[config.mk]
export PLATFORM = sky130hd
export DESIGN_NAME = sent_tx_pulse_gen
export DESIGN_NICKNAME = d
export VERILOG_FILES = /design/src/rtl/sent_tx_pulse_gen.sv
export SDC_FILE = /design/constraint.sdc
export NUM_CORES = 1
export LEC_CHECK = 0
export ABC_AREA = 1
export CAP_MARGIN = 20
export CORE_MARGIN = 5
export CORE_UTILIZATION = 33
export DETAILED_ROUTE_END_ITERATION = 10
export HOLD_SLACK_MARGIN = 0.08
export SLEW_MARGIN = 20
export SYNTH_ARGS = -nofsm -noshare
export SYNTH_HDL_FRONTEND = slang
export SYNTH_SLANG_ARGS = --single-unit
export TNS_END_PERCENT = 1
[constraint.sdc]
create_clock -name clk_tx -period 5.9 [get_ports clk_tx]
set_input_delay 1.18 -clock clk_tx [delete_from_list [all_inputs] [get_ports clk_tx]]
set_output_delay 1.18 -clock clk_tx [all_outputs]
set_load 0.02 [all_outputs]
[src/rtl/sent_tx_pulse_gen.sv]
// SENT transmit pulse generator.
// Turns one symbol request (data nibble, sync or pause) into one SENT line
// pulse. Each pulse is a LOW_TICKS-tick low phase followed by a high phase.
// The whole symbol lasts N ticks, and each tick is TICK_DIV clk_tx cycles.
// Optional feature macro: SENT_TX_PAUSE_EN. When it is defined, kind 10
// produces a pause pulse whose length is clamped to 12..768 ticks. When it
// is undefined, kind 10 is rejected in the same way as kind 11.
//
// state  | meaning
// S_IDLE | line idles high, ready for a symbol
// S_LOW  | low phase of the current symbol
// S_HIGH | high phase, runs until the tick counter reaches N
module sent_tx_pulse_gen #(
    parameter int TICK_DIV  = 4,
    parameter int LOW_TICKS = 5
) (
    input  logic       clk_tx,
    input  logic       reset_tx,
    input  logic       valid_i,
    input  logic [1:0] kind_i,
    input  logic [3:0] nibble_i,
    input  logic [9:0] pause_len_i,
    output logic       ready_o,
    output logic       data_pulse_o,
    output logic       busy_o,
    output logic       done_o,
    output logic       err_o
);

    localparam int PW = (TICK_DIV > 1) ? $clog2(TICK_DIV) : 1;

    typedef enum logic [1:0] {S_IDLE, S_LOW, S_HIGH} state_t;

    state_t        r_state;
    logic [PW-1:0] r_presc;
    logic [9:0]    r_tick_cnt;
    logic [9:0]    r_len;
    logic          r_pulse;
    logic          r_err;

    logic          w_tick;
    logic          w_last;
    logic          w_accept;
    logic          w_legal;
    logic [9:0]    w_len;
    logic [9:0]    w_pause_len;
    logic          w_pause_en;

`ifdef SENT_TX_PAUSE_EN
    assign w_pause_en = 1'b1;

    // Clamp the requested pause length to the legal range of 12..768 ticks.
    always_comb begin
        w_pause_len = pause_len_i;
        if (pause_len_i < 10'd12)
            w_pause_len = 10'd12;
        else if (pause_len_i > 10'd768)
            w_pause_len = 10'd768;
    end
`else
    logic w_unused_pause;

    assign w_pause_en     = 1'b0;
    assign w_pause_len    = 10'd0;
    assign w_unused_pause = ^pause_len_i;
`endif

    // The final clock of a symbol: the last tick of the high phase.
    assign w_tick   = (r_presc == PW'(TICK_DIV - 1));
    assign w_last   = (r_state == S_HIGH) && w_tick && (r_tick_cnt == r_len - 10'd1);
    assign ready_o  = (r_state == S_IDLE) || w_last;
    assign w_accept = valid_i && ready_o;

    assign data_pulse_o = r_pulse;
    assign busy_o       = (r_state != S_IDLE);
    assign done_o       = w_last;
    assign err_o        = r_err;

    // Decode the symbol length in ticks and whether the requested kind is legal.
    always_comb begin
        w_len   = 10'd0;
        w_legal = 1'b0;
        case (kind_i)
            2'b00: begin
                w_len   = 10'd12 + {6'd0, nibble_i};
                w_legal = 1'b1;
            end
            2'b01: begin
                w_len   = 10'd56;
                w_legal = 1'b1;
            end
            2'b10: begin
                w_len   = w_pause_len;
                w_legal = w_pause_en;
            end
            default: begin
                w_len   = 10'd0;
                w_legal = 1'b0;
            end
        endcase
    end

    // Symbol sequencer: accept a symbol, run the prescaler and tick counter,
    // and step the FSM through LOW and HIGH.
    always_ff @(posedge clk_tx) begin
        if (reset_tx) begin
            r_state    <= S_IDLE;
            r_presc    <= '0;
            r_tick_cnt <= '0;
            r_len      <= '0;
            r_pulse    <= 1'b1;
            r_err      <= 1'b0;
        end else begin
            r_err <= w_accept && !w_legal;
            if (w_accept && w_legal) begin
                r_state    <= S_LOW;
                r_len      <= w_len;
                r_presc    <= '0;
                r_tick_cnt <= '0;
                r_pulse    <= 1'b0;
            end else if (w_last) begin
                // No legal follow-on symbol was accepted, so drop back to idle.
                r_state    <= S_IDLE;
                r_presc    <= '0;
                r_tick_cnt <= '0;
                r_pulse    <= 1'b1;
            end else if (r_state != S_IDLE) begin
                r_presc <= w_tick ? '0 : r_presc + PW'(1);
                if (w_tick) begin
                    r_tick_cnt <= r_tick_cnt + 10'd1;
                    if (r_state == S_LOW && r_tick_cnt == 10'(LOW_TICKS - 1)) begin
                        r_state <= S_HIGH;
                        r_pulse <= 1'b1;
                    end
                end
            end
        end
    end

endmodule

### Yosys cells after proc, flatten, opt, wreduce, memory -nomap -nowiden

Index checks and enable logic that the tools add are counted.

| word-level totals | value |
|---|---|
| bits in registers | 26 |
| bits of input ports | 19 |
| output and inout bits | 5 |
| logic and storage cells | 49 |

| cells by class | value |
|---|---|
| add/sub/neg operators | 4 |
| equality and inequality tests | 6 |
| mux-type cells | 13 |
| reductions and logical operators | 19 |

Operator list:

| cell | number |
|---|---|
| one-hot mux 6 bit (2 select lines) | 1 |
| 2-to-1 mux 1 bit | 11 |
| adder 10 x 1 -> 10 bit (second input constant) | 1 |
| == test 10 bit | 1 |
| == test 10 x 3 -> 1 bit (second input constant) | 1 |
| subtractor 10 x 1 -> 10 bit (second input constant) | 1 |
| nonzero test 3 bit | 3 |
| logical AND 1 bit | 6 |
| AND reduction 3 bit | 2 |
| adder 4 x 4 -> 5 bit (first input constant) | 1 |
| == test 2 x 1 -> 1 bit (second input constant) | 2 |
| == test 2 bit (second input constant) | 2 |
| logical NOT 2 bit | 2 |
| OR reduction 3 bit | 1 |
| adder 2 x 1 -> 2 bit (second input constant) | 1 |
| 2-to-1 mux 2 bit | 1 |
| AND reduction 2 bit | 1 |
| nonzero test 2 bit | 1 |
| OR reduction 2 bit | 1 |
| logical NOT 1 bit | 1 |
| logical OR 1 bit | 1 |

### Longest topological paths before layout

| logic depth | value |
|---|---|
| word-level depth | 8 |
| gate-level depth with buffers | 15 |

### Worst setup path after synthesis

No wires, ideal clock.

| timing path | value |
|---|---|
| kind | flip-flop to output port |
| start point | register r_len[0] |
| end point | output port done_o |
| arrival time | 1.443 ns |
| required time | 4.720 ns |
| slack | 3.277 ns |
| cell stages (with the launch flop) | 9 |
| buffers on the path | 0 |
| path through | dfxtp_1 -> inv_1 -> ha_1 -> xnor2_1 -> nor2_1 -> nand3_1 -> nor2_1 -> nand3_4 -> inv_1 |

| between the ends | value |
|---|---|
| cells in the longest elaborated chain, start to end | 3 |

Ends and longest elaborated chain:

| element | line | RTL |
|---|---|---|
| from (decl) | 37 | `logic [9:0] r_len;` |
| from (signal assigned) | 117 | `r_len <= w_len;` |
| subtractor 10 x 1 -> 10 bit | 70 | `assign w_last = (r_state == S_HIGH) && w_tick && (r_tick_cnt == r_len - 10'd1);` |
| == test 10 bit | 70 |  |
| logical AND 1 bit | 70 |  |
| to (decl) | 26 | `output logic done_o,` |

No other way between the ends.

### Worst setup path after layout

| timing path | value |
|---|---|
| start point | register r_len[0] |
| end point | output port ready_o |

| between the ends | value |
|---|---|
| cells in the longest elaborated chain, start to end | 4 |

Ends and longest elaborated chain:

| element | line | RTL |
|---|---|---|
| subtractor 10 x 1 -> 10 bit | 70 |  |
| == test 10 bit | 70 |  |
| logical AND 1 bit | 70 |  |
| logical OR 1 bit | 71 | `assign ready_o = (r_state == S_IDLE) \|\| w_last;` |
| to (decl) | 23 | `output logic ready_o,` |

No other way between the ends.

==> reports/results.tsv <==
metric	value	unit
fin_crit_sh	62.1	%
grt_max_degree	14	
max_freq	273	MHz
routedWlPerCell	9.78	um
synth.cell_area	0.00134	mm2
routed_via_density	4.39	
ys.flop_type	dfxtp_1	
layout_min_cycle_time	3.67	ns
tightest_slew	0.368	ns
cp.arrival	2.49	ns
ys_ff_latch	22	
drv_cap	0	
drive_above_1_share	12.4	%
reg2regPathDepth	13	
place_area	0.00151	mm2
cts_buffers	3	
power_density	222	mW/mm2
cts_hold_buf	0	
instances_no_fill	259	
status	finished clean	
synth_edf_count	0	
die_w	73.7	um
synth_cell_types	24	
p_total	350	uW
synth_nets	218	
design_area	0.00158	mm2
synth-async-reset-ratio	0	%
drc	0	
io_pins	24	
synth_cells	194	
fp.dieH	73.7	um
synth.avg_cell_area	6.90	um2
whs	0.487	ns
rsz0062_at_grt	false	
grt_first_pass_wirelength	4.44	mm
path_cells	inv_1 -> ha_1 -> nand2_1 -> nor2_1 -> nand2_1 -> nand2_1 -> nand3_1 -> nor2_1 -> nand3_4 -> nand2_4 -> clkdlybuf4s50_1	
synth_top_area_cell	dfxtp_1	
clk_root_buffer_cell	clkbuf_8	
cp_max_fo	5	
clk_pin_slew	0.08	ns
fillers	446	
final_antenna_net_count	0	
grt_pass1_vias	1006	
antenna_found_initial	0	
initial_core_util	33.7	%
wl	2.53	mm
crit_path_top_delay_cell	clkdlybuf4s50_1	
register_area	440	um2
cts_setup_buffers	0	
drt_iter0_markers	33	
drt_first_pass_iters	4	
cp-end-kind	primary output	
core_area	0.00397	mm2
grt_usage	10.6	%
insertion_delay	0.27	ns
critPathLaunchType	flip-flop	
grt_remaining_overflow	0	
dp_cells	255	
fp-row-count	23	
clock_skew	0.00454	ns
max-slew-margin-rel	75.4	%
yosysWarnings	0	
multi_input_area	766	um2
yosysMostFrequentCell	nand2_1	
synth_commonest_cells	nand2_1 (49), inv_1 (26), dfxtp_1 (22), nor2_1 (22), nand3_1 (18)	
drv_slew	0	
n_antenna_cell	0	
globalplace.congestion	0.790	
area_growth	17.9	%
place_hpwl	2.03	mm
setup_viol	0	
cts_resized	0	
crit_type	reg2out	
cts_tree	yes	
netlist.area_leader.share	32.9	%
fin_setup_tns	0	ns
die-area	0.00543	mm2
ys_seq_area_share	32.9	%
crit_top_cell	nand2_1	
hold_viol	0	
io_buffer_count	13	
hp-class	reg2reg	
vias	1138	
hold_depth	2	
clockBufferDepth	2	
cts_num_sinks	22	
htreeDepth	1	
p_leak	0.000683	uW
ir_drop	109	uV
ys_top_cells_by_area	dfxtp_1 (33%), nand2_1 (14%), inv_1 (7.3%), nand3_1 (6.7%), nor2_1 (6.2%)	
slowest_delay	0.61	ns
worst_ep_required_time	4.72	ns
final_nets	234	
-- stage by stage --
step / worst slack [ns] / utilization [%]
after floorplan: 3.28 / -
after global routing: 2.04 / 39.8
final: 2.23 / 39.8
after global placement: 2.57 / 38.0
after detailed placement: 2.56 / 38.0
after CTS: 2.21 / 39.8
-- cell usage in the layout (no fill, tap or decap), types with 5 or more instances in the layout --
master           instances
ha_1                     5
nor2_1                  22
nor2_2                  13
xor2_1                   7
clkdlybuf4s50_1         13
inv_1                   26
nand3_1                 18
nand2_1                 49
dfxtp_1                 22
-- cell type report --
class | instances | share of cell area (%)
well taps | 50 | 3.96
multi-input cells | 141 | 48.5
repair buffers | 13 | 8.24
clock inverters | 1 | 1.90
clock buffers | 3 | 2.61
flip-flops and latches | 22 | 27.9
inverters | 29 | 6.89
-- final timing paths --
path                                   from                         end  slack, ns
setup / recovery      r_len[0]$_SDFFE_PP0P_                     ready_o       2.23
hold reg to reg   data_pulse_o$_SDFFE_PP1P_   data_pulse_o$_SDFFE_PP1P_       0.49
setup reg to reg      r_len[0]$_SDFFE_PP0P_  r_tick_cnt[9]$_SDFFE_PP0P_       3.77
hold / removal    data_pulse_o$_SDFFE_PP1P_   data_pulse_o$_SDFFE_PP1P_       0.49
-- power breakdown --
part | leakage (uW) | switching (uW) | internal, uW
clock network | 0.0000357 | 51.3 | 90.7
logic | 0.000469 | 30.8 | 21.5
registers | 0.000179 | 3.37 | 152
total | 0.000683 | 85.5 | 265
-- kinds of logic after synthesis --
family,synth area share [%]
compound gates,4.11
fa+ha+maj,4.67
flops,32.9
buf+inv,9.91
mux,0.748
simple gates,41.8
xor+xnor,5.89
-- metal layers --
layer  wire length [um]  part of all wire [%]  track usage [%]
met1               1270                    50             13.9
met5                  0                     0                0
met3                 95                   3.8             3.28
met2               1140                    45             16.2
met4                 31                   1.2             3.62
-- state kept, by name, summed over array words and instances, names as in the netlist --
name / flops
err_o: 1
r_presc: 2
r_len: 6
data_pulse_o: 1
r_state: 2
r_tick_cnt: 10
-- worst max-delay path, delay by kind of cell (launching register included) --
family                     cells  cell delay, ns
buffers and inverters          2            0.74
and+or+nand+nor                8            0.93
adders and majority gates      1            0.24
DFF                            1            0.33
(Power assumes the default switching activity.)
